$ cat config.mk
export PLATFORM = sky130hd
export DESIGN_NAME = fetch_pc_unit
export DESIGN_NICKNAME = d
export VERILOG_FILES = /design/src/rtl/fetch_pc_unit.sv
export SDC_FILE = /design/constraint.sdc
export NUM_CORES = 1
export LEC_CHECK = 0
export CORE_MARGIN = 10
export CORE_UTILIZATION = 38
export CTS_BUF_LIST = sky130_fd_sc_hd__clkbuf_2 sky130_fd_sc_hd__clkbuf_4 sky130_fd_sc_hd__clkbuf_8
export CTS_CLUSTER_DIAMETER = 60
export DETAILED_ROUTE_END_ITERATION = 8
export SYNTH_ARGS = -nofsm -noshare
export SYNTH_HDL_FRONTEND = slang
export SYNTH_SLANG_ARGS = --single-unit
export TNS_END_PERCENT = 5
$ cat constraint.sdc
create_clock -name clk -period 7.7 [get_ports clk]
set_clock_uncertainty 0.2 [all_clocks]
set_input_delay 1.54 -clock clk [delete_from_list [all_inputs] [get_ports clk]]
set_output_delay 1.54 -clock clk [all_outputs]
set_load 0.05 [all_outputs]
$ cat src/rtl/fetch_pc_unit.sv
// fetch_pc_unit: architectural PC register and instruction-fetch controller.
// Issues word reads to a synchronous instruction memory, buffers returned
// words in a 2-entry FIFO and hands {instr, pc} pairs to decode over a
// valid/ready handshake. Redirects flush the buffer and any in-flight fetch.
module fetch_pc_unit #(
    parameter logic [31:0] RESET_PC = 32'h0000_0000
) (
    input  logic        clk,
    input  logic        rst,
    output logic [31:0] pc_o,
    input  logic [31:0] pc_plus4_i,
    input  logic        redirect_valid_i,
    input  logic [31:0] redirect_target_i,
    input  logic        halt_i,
    output logic        imem_req_o,
    output logic [31:0] imem_addr_o,
    input  logic [31:0] imem_rdata_i,
    output logic        if_valid_o,
    input  logic        if_ready_i,
    output logic [31:0] if_instr_o,
    output logic [31:0] if_pc_o
);

    localparam logic [1:0] BOOT = 2'd0;
    localparam logic [1:0] RUN  = 2'd1;
    localparam logic [1:0] HALT = 2'd2;

    logic [1:0]  state, state_nxt;
    logic [31:0] pc;
    logic [31:0] pc_of_req;
    logic        inflight;
    logic [1:0]  count;
    logic        head;
    logic        tail;
    logic [31:0] buf_instr [2];
    logic [31:0] buf_pc    [2];

    logic        pop;
    logic        capture;
    logic        issue;
    logic [2:0]  occ_after_pop;

    assign pop        = if_valid_o && if_ready_i;
    // A redirect kills the response arriving this cycle.
    assign capture    = inflight && !redirect_valid_i;
    // Occupancy that the new request would join; pop <= count so no underflow.
    assign occ_after_pop = {1'b0, count} + {2'b00, inflight} - {2'b00, pop};
    assign issue      = (state == RUN) && !redirect_valid_i && (occ_after_pop < 3'd2);

    // Tail slot: with one entry it is the slot after head, otherwise head.
    assign tail       = head ^ count[0];

    assign pc_o        = pc;
    assign imem_addr_o = pc;
    assign imem_req_o  = issue;
    assign if_valid_o  = (count != 2'd0);
    assign if_instr_o  = buf_instr[head];
    assign if_pc_o     = buf_pc[head];

    // Next-state logic: BOOT is a single cycle, halt_i toggles RUN/HALT.
    always_comb begin
        state_nxt = state;
        case (state)
            BOOT:    state_nxt = RUN;
            RUN:     if (halt_i)  state_nxt = HALT;
            HALT:    if (!halt_i) state_nxt = RUN;
            default: state_nxt = BOOT;
        endcase
    end

    // State register.
    always_ff @(posedge clk or posedge rst) begin
        if (rst) state <= BOOT;
        else     state <= state_nxt;
    end

    // PC, in-flight tracking and request PC; redirect overrides everything.
    always_ff @(posedge clk or posedge rst) begin
        if (rst) begin
            pc        <= {RESET_PC[31:2], 2'b00};
            inflight  <= 1'b0;
            pc_of_req <= 32'h0;
        end else if (redirect_valid_i) begin
            pc       <= {redirect_target_i[31:2], 2'b00};
            inflight <= 1'b0;
        end else begin
            inflight <= issue;
            if (issue) begin
                pc        <= pc_plus4_i;
                pc_of_req <= pc;
            end
        end
    end

    // FIFO bookkeeping: head pointer and entry count.
    always_ff @(posedge clk or posedge rst) begin
        if (rst) begin
            count <= 2'd0;
            head  <= 1'b0;
        end else if (redirect_valid_i) begin
            count <= 2'd0;
            head  <= 1'b0;
        end else begin
            count <= count + {1'b0, capture} - {1'b0, pop};
            if (pop) head <= ~head;
        end
    end

    // FIFO storage: the returning word is written to the tail with its PC.
    always_ff @(posedge clk or posedge rst) begin
        if (rst) begin
            for (int i = 0; i < 2; i++) begin
                buf_instr[i] <= 32'h0;
                buf_pc[i]    <= 32'h0;
            end
        end else if (capture) begin
            buf_instr[tail] <= imem_rdata_i;
            buf_pc[tail]    <= pc_of_req;
        end
    end

endmodule

After elaboration in Yosys (flattened, before gate mapping)
Cells that the tools add are included.

Register bits: 198. Input port bits: 101. Logic and storage cells: 58. Output and inout bits: 130.

Bitwise operators: 5. Add/subtract/negate cells: 4. Eq/ne operators: 4. Magnitude comparators: 4. Reductions and logical operators: 12. Multiplexer cells: 19.

Operators with widths (count): 32-bit two-way mux (9); 64-bit bitwise mux (2); 32-bit demux with 1-bit select (1); 2-bit two-way mux (3); 2-bit one-hot mux with 3 select lines (1); 2-bit nonzero test (3); 1-bit logical AND (5); 2-bit >= comparator (second input constant) (2); 2-bit != test (second input constant) (2); 1-bit inverter with 2-bit output (2); 2-bit AND reduction (2); 2-bit by 1-bit adder with 3-bit output (1); 3-bit by 2-bit < comparator with 1-bit output (second input constant) (1); 1-bit two-way mux (3); 3-bit by 1-bit subtractor with 3-bit output (1); 2-bit by 1-bit adder with 2-bit output (1); 2-bit by 1-bit equality test with 1-bit output (second input constant) (1); 2-bit equality test (second input constant) (1); 2-bit zero test (1); 2-bit by 1-bit < comparator with 1-bit output (second input constant) (1); 1-bit inverter (2); 2-bit by 1-bit subtractor with 2-bit output (1); 1-bit zero test (1); 1-bit XOR (1).

Logic depth before layout (Yosys ltp)
Gate-level depths: netlist of the first run.

Depth in word-level cells: 7. Gate-level depth with buffers: 10. Gate-level depth less buffers: 7.

Least setup slack after synthesis of the first run
Ideal clock, no wire load.

Path kind: input to output. From: input port if_ready_i. To: output port imem_req_o. Cell stages on the path: 8. Required time: 5.960 ns. Buffers on the path: 2. Slack: 2.590 ns. Arrival: 3.370 ns. Path through: nand2_1 -> nor2_1 -> o21ai_1 -> fa_1 -> and4bb_1 -> buf_2 -> clkbuf_1 -> and2_1.

Word-level cells in the longest chain between the ends: 4.

RTL lines: from (decl) (RTL line 19) `input logic if_ready_i,`; 1-bit logical AND (RTL line 43) `assign pop = if_valid_o && if_ready_i;`; 3-bit by 1-bit subtractor with 3-bit output (RTL line 47) `assign occ_after_pop = {1'b0, count} + {2'b00, inflight} - {2'b00, pop};`; 3-bit by 2-bit < comparator with 1-bit output (RTL line 48) `assign issue = (state == RUN) && !redirect_valid_i && (occ_after_pop < 3'd2);`; 1-bit logical AND (RTL line 48); to (decl) (RTL line 15) `output logic imem_req_o,`.

Every way passes these cells.

Final worst setup path of the first run
Ends and elaborated chain as after synthesis.

==> run summary, run 1 <==
status - finished clean
xor/xnor cell area share of the yosys netlist - 0.6762%
drt wl/cell - 19.36 µm
Max FO, Critical Path - 3
max incr delay on CP - 820 ps
slowest CP cell - clkdlybuf4s50_1
worst endpoint required time - 5960 ps
CTS buffer count - 17
crit path time final - 5856 ps
1st-iter DRT viols - 232
NumNets Final - 933
Std-Cell Rows - 55
Tightest Pin Transition - 1037 ps
peak supply drop - 219.1 µV
die height - 172.9 µm
Post-synth top flop - dfrtp_1
Hold Vio Cnt, Final - 0
share of the synthesized area in the top cell type - 55.79%
fmax - 170.8 MHz
Via density - 4.937
Yosys top cell by area - dfrtp_1
Sum Neg Setup Slack - 0 ps
Skew-Pair Late Insertion Delay - 460 ps
Worst slew margin - 30.90%
#FFs+latches synth - 198
Buffers on Ports - 228
Hold Crit Class - reg2reg
share of cells above drive strength 1 - 14.49%
initial antenna violation count - 1
pwr dens - 503.6 nW/µm²
largest family of logic cells by synthesized area - multiplexers
mean post-synth cell area - 13.66 µm²
Post CTS Setup Buffer Count - 0
CTS Hold Bufs - 0
top cells by area, synth - dfrtp_1 56%, mux2_1 19%, mux2_2 7.5%
Max Cap Viol - 0
area of the die - 29890 µm²
Slew Limit Fails - 0
number of remaining DRC errors - 0
post-synthesis adder-cell area fraction - 0.5072%
gpl congestion - 0.7460
global route overflow - 0
worst path arrival time - 4120 ps
Final Cycle Share - 76.06%
core area - 22850 µm²
synthesized cell area - 8881 µm²
largest net degree at the start of global routing - 133
first drt pass iteration count - 5
Final HPWL DP - 15110 µm
area grow syn2layout - 30.53%
post_cts resized - 0
first-pass GRT wire length - 36430 µm
Die X - 172.9 µm
sequential fraction of the synthesis area - 55.79%
clock tree buffer depth - 2
cells after synthesis - 650
number of enable flip-flop cells after synthesis - 0
crit path cell chain - clkdlybuf4s50_1, nand2_1, nor2_1, o21ai_1, fa_1, and4bb_2, and2_1, clkdlybuf4s50_1
worst hold slack - 289.2 ps
final setup violation count - 0
YS warnings - 0
Global Route Usage Sum - 15.08%
async set-or-reset flop fraction in the synthesized netlist - 100.0%
crit path buf inv count - 2
DP Cell Count - 1123
Ports - 231
CP startpoint kind - input pin
Initial Util - 38.87%
post-synthesis mux area share - 29.12%
Synth Area in Compound Gates - 3.353%
CP Class - in2out
crit end category - output port
CTS root buf - clkbuf_8
clk sinks - 198
fin cells - 1156
most frequent cells after synthesis - 198 x dfrtp_1, 148 x mux2_1, 59 x mux2_2
Yosys cell types - 30
Top cell by count, worst path - clkdlybuf4s50_1
final wirelength - 22380 µm
antenna-violating nets left - 0
CTS H-tree lvls - 4
static leakage - 0.005090 µW
clock slew at reported path FFs - 100 ps
PnR Total Power - 5838 µW
CP delay by family, top - buffers and inverters
RSZ-0062 raised after global routing - false
CTS tree - yes
Syn Nets - 754
vias in the first global route - 6588
post-synthesis simple-gate area fraction - 4.184%
top-count cell post-synth - dfrtp_1
via count - 5707
## worst paths after layout
check	from	cells after the start	endpoint	slack [ps]
worst max-delay path	if_ready_i	8	imem_req_o	1840
worst min-delay path	buf_instr[6]	1	buf_instr[6]	290
worst max register to register	count[1]	8	pc_of_req[17]	4020
worst min register to register	buf_instr[6]	1	buf_instr[6]	290
max in group asynchronous	rst	3	buf_instr[2]	4340
min in group asynchronous	rst	2	buf_instr[17]	1460
## through the flow
stage	setup slack [ps]	area, µm²	utilization [%]
2_1_floorplan	562.7	8881	-
3_5_place_dp	1834	11180	48.92
5_1_grt	1755	11590	50.73
3_3_place_gp	1868	11180	48.92
4_1_cts	1835	11590	50.73
6_report	1844	11590	50.74
## final cells by class
| class | count | area (µm²) |
|---|---|---|
| inverter | 32 | 127.6 |
| clock buffer | 19 | 255.2 |
| timing repair buffer | 233 | 2315 |
| clock inverter | 13 | 157.7 |
| multi-input combinational | 347 | 3385 |
| antenna | 1 | 2.502 |
| tap | 313 | 391.6 |
| sequential | 198 | 4959 |
| fill | 1960 | 11250 |
## power breakdown
part,internal [µW],switching (µW)
logic,1270,2000
registers,1530,355
clock network,288,397
total,3090,2750
## worst reg2reg max path, delay by kind of cell (launching register included)
family                   cells  cell delay [ps]
adder cells (fa/ha/maj)      1              490
flip-flops                   1              570
buffers and inverters        1              370
multiplexers                 1              420
AND/OR/NAND/NOR              4             1390
AO/OA/AOI/OAI                1              130
## per-layer routing
metal | global-route usage [%] | vias to the layer above | routed length [µm]
li1 | - | 2600 | -
met1 | 18.54 | 2908 | 9911
met2 | 24.65 | 183 | 10650
met3 | 5.729 | 16 | 1575
met4 | 3.342 | 0 | 237
met5 | 0 | - | 0
## state kept, by name, indices dropped and copies added (netlist names)
signal,flops
head,1
buf_pc,64
buf_instr,64
count,2
pc_of_req,32
inflight,1
imem_addr_o,32
state,2
## cell families after synthesis
family | count (synthesis)
buf+inv | 105
compound gates | 36
simple gates | 78
xor+xnor | 6
flops | 198
fa+ha+maj | 3
mux | 224
## cell usage in the layout, fill, tap and decap left out, drive strengths merged, types with 2 or more instances in the layout
cell / instances
and2: 3
clkdlybuf4s50: 227
dfrtp: 198
inv: 41
nor2b: 2
o311ai: 30
mux2: 224
nand2: 31
nor2: 4
nand2b: 4
clkinv: 3
ha: 2
xor2: 2
xnor2: 4
nand3: 32
buf: 6
o21ai: 4
clkbuf: 19
Note: power is estimated with default switching activity, not from simulation.
==> run 2, diff against run 1 <==
--- a/config.mk
+++ b/config.mk
@@ -10,6 +10,7 @@
 export CTS_BUF_LIST = sky130_fd_sc_hd__clkbuf_2 sky130_fd_sc_hd__clkbuf_4 sky130_fd_sc_hd__clkbuf_8
 export CTS_CLUSTER_DIAMETER = 60
 export DETAILED_ROUTE_END_ITERATION = 8
+export PLACE_DENSITY = 0.67
 export SYNTH_ARGS = -nofsm -noshare
 export SYNTH_HDL_FRONTEND = slang
 export SYNTH_SLANG_ARGS = --single-unit
==> constraint.sdc (replaced) <==
create_clock -name clk -period 5 [get_ports clk]
set_clock_uncertainty 0.2 [all_clocks]
set_input_delay 1 -clock clk [delete_from_list [all_inputs] [get_ports clk]]
set_output_delay 1 -clock clk [all_outputs]
set_load 0.05 [all_outputs]
==> run 2 against run 1 <==
- wire length down 3.8%
- die area unchanged
- register-to-register slack worse by 2400 ps
- total power up 54%
- worst setup slack worse by 920 ps
- combinational power up 56%
- via count down 1.3%
- first-iteration DRC count up 20%
- critical endpoint unchanged
==> run summary, run 2 (synthesis results as in run 1) <==
Skew-Pair Late Insertion Delay - 450 ps (was 460 ps)
Hold Vio Cnt, Final - 0 (unchanged)
Max FO, Critical Path - 3 (unchanged)
cell area after layout - 11670 µm² (was 11590 µm²)
Buffers on Ports - 228 (unchanged)
final wirelength - 21540 µm (was 22380 µm)
crit end category - output port (unchanged)
met1 usage - 19.12% (was 18.54%)
CP startpoint kind - input pin (unchanged)
crit path time final - 4080 ps
largest net degree at the start of global routing - 98 (was 133)
Placed Area - 11280 µm² (was 11180 µm²)
CTS H-tree lvls - 4 (unchanged)
worst endpoint required time - 3800 ps (was 5960 ps)
fmax - 245.1 MHz
Fill cells - 2065 (was 1960)
first-pass GRT wire length - 34780 µm (was 36430 µm)
Multi-input gate area - 3385 µm² (unchanged)
share of cells above drive strength 1 - 14.89% (was 14.49%)
gpl congestion - 0.7331 (was 0.7460)
Slew Limit Fails - 0 (unchanged)
clock tree buffer depth - 2 (unchanged)
GR peak layer - met2 (unchanged)
1st-iter DRT viols - 278 (was 232)
Final Cycle Share - 81.59%
Via density - 4.853 (was 4.937)
Initial Util - 38.87% (unchanged)
most common cell after layout, fill and taps aside - clkdlybuf4s50_1 (unchanged)
peak supply drop - 358.3 µV (was 219.1 µV)
number of remaining DRC errors - 0 (unchanged)
worst path arrival time - 2880 ps (was 4120 ps)
clk sinks - 198 (unchanged)
Max Cap Viol - 0 (unchanged)
Final HPWL DP - 14740 µm (was 15110 µm)
global route overflow - 0 (unchanged)
Sum Neg Setup Slack - 0 ps (unchanged)
max incr delay on CP - 510 ps (was 820 ps)
area grow syn2layout - 31.40% (was 30.53%)
CTS tree - yes (unchanged)
CP Class - in2out (unchanged)
CTS Hold Bufs - 0 (unchanged)
met2 Use GR - 21.91% (was 24.65%)
crit path cell chain - clkdlybuf4s50_1, nand2_1, nor2_1, o21ai_1, fa_1, and4bb_1, and2_1, buf_12 (was clkdlybuf4s50_1, nand2_1, nor2_1, o21ai_1, fa_1, and4bb_2, and2_1, clkdlybuf4s50_1)
vias in the first global route - 6057 (was 6588)
Std-Cell Rows - 55 (unchanged)
area of the die - 29890 µm² (unchanged)
via count - 5630 (was 5707)
largest registers - buf_instr: 64 flops, buf_pc: 64 flops (unchanged)
drt wl/cell - 18.56 µm (was 19.36 µm)
fin cells - 1160 (was 1156)
DP Cell Count - 1127 (was 1123)
pwr dens - 768.9 nW/µm² (was 503.6 nW/µm²)
Post CTS Setup Buffer Count - 0 (unchanged)
Tightest Pin Transition - 1053 ps (was 1037 ps)
clock slew at reported path FFs - 90 ps (was 100 ps)
Global Route Usage Sum - 14.41% (was 15.08%)
static leakage - 0.005111 µW (was 0.005090 µW)
Ports - 231 (unchanged)
initial antenna violation count - 1 (unchanged)
CTS buffer count - 17 (unchanged)
status - finished clean (unchanged)
Worst slew margin - 29.79% (was 30.90%)
GR Layer Usage met3 - 5.663% (was 5.729%)
die height - 172.9 µm (unchanged)
RSZ-0062 raised after global routing - false (unchanged)
slowest CP cell - clkdlybuf4s50_1 (unchanged)
CTS root buf - clkbuf_8 (unchanged)
Reg area - 4959 µm² (unchanged)
antenna-violating nets left - 0 (unchanged)
core area - 22850 µm² (unchanged)
most frequent cells in the layout - 226 x clkdlybuf4s50_1, 197 x dfrtp_1, 148 x mux2_1 (was 227 x clkdlybuf4s50_1, 197 x dfrtp_1, 148 x mux2_1)
NumNets Final - 937 (was 933)
Hold Crit Class - reg2reg (unchanged)
post_cts resized - 0 (unchanged)
final setup violation count - 0 (unchanged)
first drt pass iteration count - 4 (was 5)
Die X - 172.9 µm (unchanged)
run 2: power breakdown:
| part | switching (µW) | internal, µW |
|---|---|---|
| clock network | 593 | 423 |
| logic | 3100 | 2000 |
| registers | 501 | 2350 |
| total | 4200 | 4780 |
run 2: metrics by stage:
step	utilization [%]	power (µW)	setup slack, ps	hold slack [ps]
floorplan	-	6488	970.0	252.2
global placement	49.35	8002	743.2	261.0
detailed placement	49.35	8060	703.1	268.4
CTS	51.07	9118	905.3	291.8
global route	51.07	9495	822.9	302.3
finish	51.08	8972	920.3	287.5
run 2: path summary, 6_finish.rpt:
kind	slack, ps	from	depth (start not counted)	endpoint
min in group asynchronous	810	rst	2	buf_pc[3]
max	920	if_ready_i	8	imem_req_o
min	290	buf_pc[23]	1	buf_pc[23]
min reg2reg	290	buf_pc[23]	1	buf_pc[23]
max reg2reg	1660	count[1]	9	pc_of_req[22]
max in group asynchronous	2840	rst	3	buf_pc[42]
run 2: final cells by class:
type / count / share of cell area, %
inverters: 32 / 1.061
well taps: 313 / 3.356
flip-flops and latches: 198 / 42.49
repair buffers: 237 / 20.71
clock inverters: 13 / 1.222
multi-input cells: 347 / 29.00
diodes: 1 / 0.02144
clock buffers: 19 / 2.134
run 2: critical path, delay by kind of cell:
family	cells	cell delay, ps
AO/OA/AOI/OAI	1	110
AND/OR/NAND/NOR	4	630
buffers and inverters	2	660
adder cells (fa/ha/maj)	1	480
run 2: routing by layer:
layer,share of wire [%],vias to the layer above
li1,-,2623
met1,48,2822
met2,44,174
met3,7.6,11
met4,0.77,0
met5,0,-
==> run 3, diff against run 2 <==
--- a/config.mk
+++ b/config.mk
@@ -10,7 +10,6 @@
 export CTS_BUF_LIST = sky130_fd_sc_hd__clkbuf_2 sky130_fd_sc_hd__clkbuf_4 sky130_fd_sc_hd__clkbuf_8
 export CTS_CLUSTER_DIAMETER = 60
 export DETAILED_ROUTE_END_ITERATION = 8
-export PLACE_DENSITY = 0.67
 export SYNTH_ARGS = -nofsm -noshare
 export SYNTH_HDL_FRONTEND = slang
 export SYNTH_SLANG_ARGS = --single-unit
==> constraint.sdc (replaced) <==
create_clock -name clk -period 4.2 [get_ports clk]
set_clock_uncertainty 0.2 [all_clocks]
set_input_delay 0.84 -clock clk [delete_from_list [all_inputs] [get_ports clk]]
set_output_delay 0.84 -clock clk [all_outputs]
set_load 0.05 [all_outputs]
==> run 3 against run 2 <==
- register-to-register slack worse by 340 ps
- largest power group unchanged
- wire length grew 2.5%
- die area is the same
- hold slack about the same
- critical endpoint unchanged
- clock power is 29% higher
- largest cell class unchanged
==> run summary, run 3 (synthesis results as in run 1) <==
sw frac - 46.28% (was 46.78%)
die height - 172.9 µm (unchanged)
max incr delay on CP - 500 ps (was 510 ps)
via count - 5677 (was 5630)
FF-to-FF setup slack - 1320 ps (was 1660 ps)
Worst R2R Start - count[1] (unchanged)
Multi-input gate area - 3385 µm² (unchanged)
Global Route Usage Sum - 14.83% (was 14.41%)
first-pass GRT wire length - 35860 µm (was 34780 µm)
fmax - 264.0 MHz
Comb power frac - 57.0% (was 56.9%)
Slew Limit Fails - 0 (unchanged)
CTS root buf - clkbuf_8 (unchanged)
pwr dens - 924.7 nW/µm² (was 768.9 nW/µm²)
largest net degree at the start of global routing - 109 (was 98)
crit end category - output port (unchanged)
crit path time final - 3788 ps
area grow syn2layout - 31.95% (was 31.40%)
most common cell after layout, fill and taps aside - clkdlybuf4s50_1 (unchanged)
CTS H-tree lvls - 4 (unchanged)
Max FO, Critical Path - 3 (unchanged)
Max Cap Viol - 0 (unchanged)
Ports - 231 (unchanged)
Final Cycle Share - 90.18%
CP Class - in2out (unchanged)
CTS Hold Bufs - 0 (unchanged)
Buffers on Ports - 228 (unchanged)
1st-iter DRT viols - 282 (was 278)
clock tree buffer depth - 2 (unchanged)
Post CTS Setup Buffer Count - 0 (unchanged)
peak supply drop - 442.7 µV (was 358.3 µV)
Die X - 172.9 µm (unchanged)
Skew-Pair Late Insertion Delay - 460 ps (was 450 ps)
share of cells above drive strength 1 - 15.21% (was 14.89%)
slowest CP cell - clkdlybuf4s50_1 (unchanged)
Clk network pwr share - 12.2% (was 11.3%)
worst path arrival time - 2750 ps (was 2880 ps)
number of remaining DRC errors - 0 (unchanged)
Sum Neg Setup Slack - 0 ps (unchanged)
vias in the first global route - 6294 (was 6057)
Critical Path Source - if_ready_i (unchanged)
core area - 22850 µm² (unchanged)
largest registers - buf_instr: 64 flops, buf_pc: 64 flops (unchanged)
Std-Cell Rows - 55 (unchanged)
CP startpoint kind - input pin (unchanged)
cell area after layout - 11720 µm² (was 11670 µm²)
initial antenna violation count - 3 (was 1)
Hold Crit Class - reg2reg (unchanged)
CTS tree - yes (unchanged)
most frequent cells in the layout - 226 x clkdlybuf4s50_1, 197 x dfrtp_1, 148 x mux2_1 (unchanged)
Placed Area - 11280 µm² (about the same)
Reg area - 4956 µm² (was 4959 µm²)
Worst Min Path Start - buf_instr[16] (was buf_pc[23])
antenna-violating nets left - 0 (unchanged)
final setup violation count - 0 (unchanged)
post_cts resized - 0 (unchanged)
Via density - 4.881 (was 4.853)
worst endpoint required time - 3160 ps (was 3800 ps)
Tightest Pin Transition - 1027 ps (was 1053 ps)
area of the die - 29890 µm² (unchanged)
internal power - 5821 µW (was 4775 µW)
Hold Vio Cnt, Final - 0 (unchanged)
Worst slew margin - 31.52% (was 29.79%)
clock slew at reported path FFs - 90 ps (about the same)
final wirelength - 22070 µm (was 21540 µm)
Final HPWL DP - 15280 µm (was 14740 µm)
RSZ-0062 raised after global routing - false (unchanged)
first drt pass iteration count - 4 (unchanged)
CTS buffer count - 17 (unchanged)
clk sinks - 198 (unchanged)
crit path cell chain - clkdlybuf4s50_1, nand2_1, nor2_1, o21ai_1, fa_1, and4bb_2, and2_1, buf_12 (was clkdlybuf4s50_1, nand2_1, nor2_1, o21ai_1, fa_1, and4bb_1, and2_1, buf_12)
gpl congestion - 0.7321 (was 0.7331)
global route overflow - 0 (unchanged)
NumNets Final - 940 (was 937)
Fill cells - 1987 (was 2065)
status - finished clean (unchanged)
drt wl/cell - 18.98 µm (was 18.56 µm)
Initial Util - 38.87% (unchanged)
Sequential Power Share - 30.9% (was 31.8%)
static leakage - 0.005149 µW (was 0.005111 µW)
Psw - 5016 µW (was 4197 µW)
[run 3: cell count changes in the layout (fill, tap and decap cells not counted), moves of 2 or more]
cell,delta
buf_4,+4
bufinv_16,+2
clkbuf_4,-2
clkinvlp_4,-3
inv_6,+3
[run 3: per-stage QoR]
step	hold WS, ps	instances	power, µW	util [%]	setup slack [ps]
finish	287.3	1163	10840	51.29	412.2
global route	306.4	1161	11450	51.27	319.5
CTS	293.5	1161	11010	51.27	408.1
detailed placement	269.3	1130	9655	49.39	409.2
global placement	260.7	1130	9513	49.39	392.4
floorplan	252.2	650	7724	-	490.0
[run 3: final cells by class]
type / count / share of cell area (%)
multi-input combinational: 347 / 28.88
antenna: 2 / 0.04271
clock inverter: 13 / 1.559
clock buffer: 18 / 2.114
timing repair buffer: 240 / 20.71
sequential: 198 / 42.29
tap: 313 / 3.342
inverter: 32 / 1.057
[run 3: worst paths after layout]
| kind | end | depth (start not counted) |
|---|---|---|
| min | buf_instr[16] | 1 |
| max in group asynchronous | buf_pc[0] | 3 |
| max | imem_req_o | 8 |
| min reg2reg | buf_instr[16] | 1 |
| min in group asynchronous | imem_addr_o[19] | 3 |
| max reg2reg | pc_of_req[30] | 8 |
[run 3: power by group through the flow]
| stage | Sequential [µW] | Clock, µW | Combinational (µW) |
|---|---|---|---|
| 6_report | 3340 | 1320 | 6170 |
| 5_1_grt | 3490 | 1450 | 6510 |
| 4_1_cts | 3360 | 1370 | 6280 |
| 3_5_place_dp | 3400 | 0 | 6250 |
| 3_3_place_gp | 3320 | 0 | 6190 |
| 2_1_floorplan | 3650 | 0 | 4080 |
[run 3: metal layers]
layer	part of all wire [%]	track usage, %	vias to the layer above
met5	0.082	0	-
met4	0.67	2.839	2
met3	7.1	5.729	13
met2	47	23.70	168
met1	45	18.79	2866
li1	-	-	2628
[run 3: critical path, delay by kind of cell]
family          cells  cell delay [ps]
simple gates        4              680
buf+inv             2              650
fa+ha+maj           1              470
compound gates      1              110
==> patch: new RTL, flow settings as in run 1 <==
Make the reset (`rst`) synchronous in 4 clocked blocks.
--- a/src/rtl/fetch_pc_unit.sv
+++ b/src/rtl/fetch_pc_unit.sv
@@ -71,3 +71,3 @@
     // State register.
-    always_ff @(posedge clk or posedge rst) begin
+    always_ff @(posedge clk) begin
         if (rst) state <= BOOT;
@@ -77,3 +77,3 @@
     // PC, in-flight tracking and request PC; redirect overrides everything.
-    always_ff @(posedge clk or posedge rst) begin
+    always_ff @(posedge clk) begin
         if (rst) begin
@@ -95,3 +95,3 @@
     // FIFO bookkeeping: head pointer and entry count.
-    always_ff @(posedge clk or posedge rst) begin
+    always_ff @(posedge clk) begin
         if (rst) begin
@@ -109,3 +109,3 @@
     // FIFO storage: the returning word is written to the tail with its PC.
-    always_ff @(posedge clk or posedge rst) begin
+    always_ff @(posedge clk) begin
         if (rst) begin
Formal check against the unedited RTL: differs if rst is asserted again (counterexample within 4 cycles, from zero or initial values and one cycle with rst high); with rst held inactive, the same outputs for 4 cycles.
==> patch against run 1 <==
Synthesized area is essentially flat; global-route usage fell by 0.31 points; setup slack got worse by 0.095 ns; sequential cell count increased by 1; routed wire length barely moved; first-iteration DRC count increased by 75%; via count up 5.2%; final area decreased by 0.84%; die area is essentially flat.
Power is not compared: it rests on default switching activity, and its combinational part moved more than twofold at a synthesized area within 25%.
==> patch: results (changes against run 1) <==
[critical_path]
cp_slowest_stage_delay_ns=0.85  ; +0.03 ns

[synth]
ys_seq_area_share_pct=59.33  ; +3.5 points
ys.flop_type=edfxtp_1
syn_inst=744  ; +14%
synth_common_cells=and2_1, edfxtp_1, dfxtp_1
synth_edf_count=128  ; +128
ys_types=30  ; unchanged
synth_nets=847  ; +12%
synth_area_leaders=edfxtp_1, dfxtp_1, and2_1
async_reset_ff_share_pct=0  ; -100 points

[finish]
nets=1006  ; +7.8%
antenna_cells=0  ; -1
nFillCells=2114  ; +7.9%
drive_gt1_share_pct=12.66  ; -1.8 points

[placed_design]
place_inst=1197  ; +6.6%
place.gp.congestion=0.7033  ; -5.7%
postPlaceCellArea_mm2=0.01109  ; -0.82%

[detailed_routing]
wl_um=22380  ; about the same
viasPerCell=4.886  ; -1.0%
drt-initial-drc-count=406  ; +75%
routedWlPerCell_um=18.21  ; -5.9%

[sta]
tightest_slew_ns=1.013  ; -0.02391 ns

[grt]
antenna_found_initial=0  ; -1
grt_usage_pct=14.77  ; -0.31 points
grt_pass1_vias=6148  ; -6.7%
grt_pass1_wl_um=35350  ; -3.0%

[power]
vdd_drop_max_v=0.00008694
total_leakage_power_nw=4.018

[clock_network]
cts_made_buffers=17  ; unchanged

[status]
status=completed

==> patch: logic make-up (layout without fill, tap and decap cells) <==
kind of cell,after synthesis,in the layout,share of synthesized area (%)
DFF,199,199,59.33
AOI/OAI and AO/OA,162,162,10.40
muxes,64,64,8.121
and+or+nand+nor,213,213,14.54
adders and majority gates,3,3,0.4793
buffers and inverters,96,268,6.358
xor gates and xnor gates,7,7,0.7756
==> patch: cell type report <==
class	count	share of cell area [%]
flip-flops and latches	199	45.84
repair buffers	236	20.29
multi-input cells	449	26.91
well taps	313	3.407
clock inverters	15	1.524
clock buffers	17	2.035
==> patch: path summary, 6_finish.rpt <==
kind / slack, ns / to / depth (start not counted) / start
worst min-delay path: 0.29 / pc_of_req[16] / 2 / pc_of_req[16]
worst max-delay path: 1.75 / imem_req_o / 8 / if_ready_i
worst min register to register: 0.29 / pc_of_req[16] / 2 / pc_of_req[16]
worst max register to register: 4.26 / imem_addr_o[3] / 8 / count[1]
==> patch: metrics by stage <==
stage	util, %	power, W
global route	50.46	0.002329
finish	50.46	0.002235
floorplan	-	0.001436
global placement	48.67	0.001570
CTS	50.46	0.002268
detailed placement	48.67	0.001572
==> patch: power breakdown <==
part | switching, W | internal (W)
registers | 0.0000232 | 0.00117
clock network | 0.000377 | 0.000314
logic | 0.000215 | 0.000134
total | 0.000614 | 0.00162
==> patch: worst min-delay path: stages, from the launching register on <==
cell	delay [ns]
dfxtp_1	0.32
o21ai_0	0.06
a21oi_1	0.06
==> patch: routing by layer <==
| metal | track usage [%] | wire length (um) | vias to the layer above |
|---|---|---|---|
| li1 | - | - | 2944 |
| met2 | 22.23 | 10110 | 188 |
| met5 | 0 | 0 | - |
| met1 | 19.41 | 10400 | 2863 |
| met4 | 3.342 | 127 | 0 |
| met3 | 6.099 | 1741 | 10 |
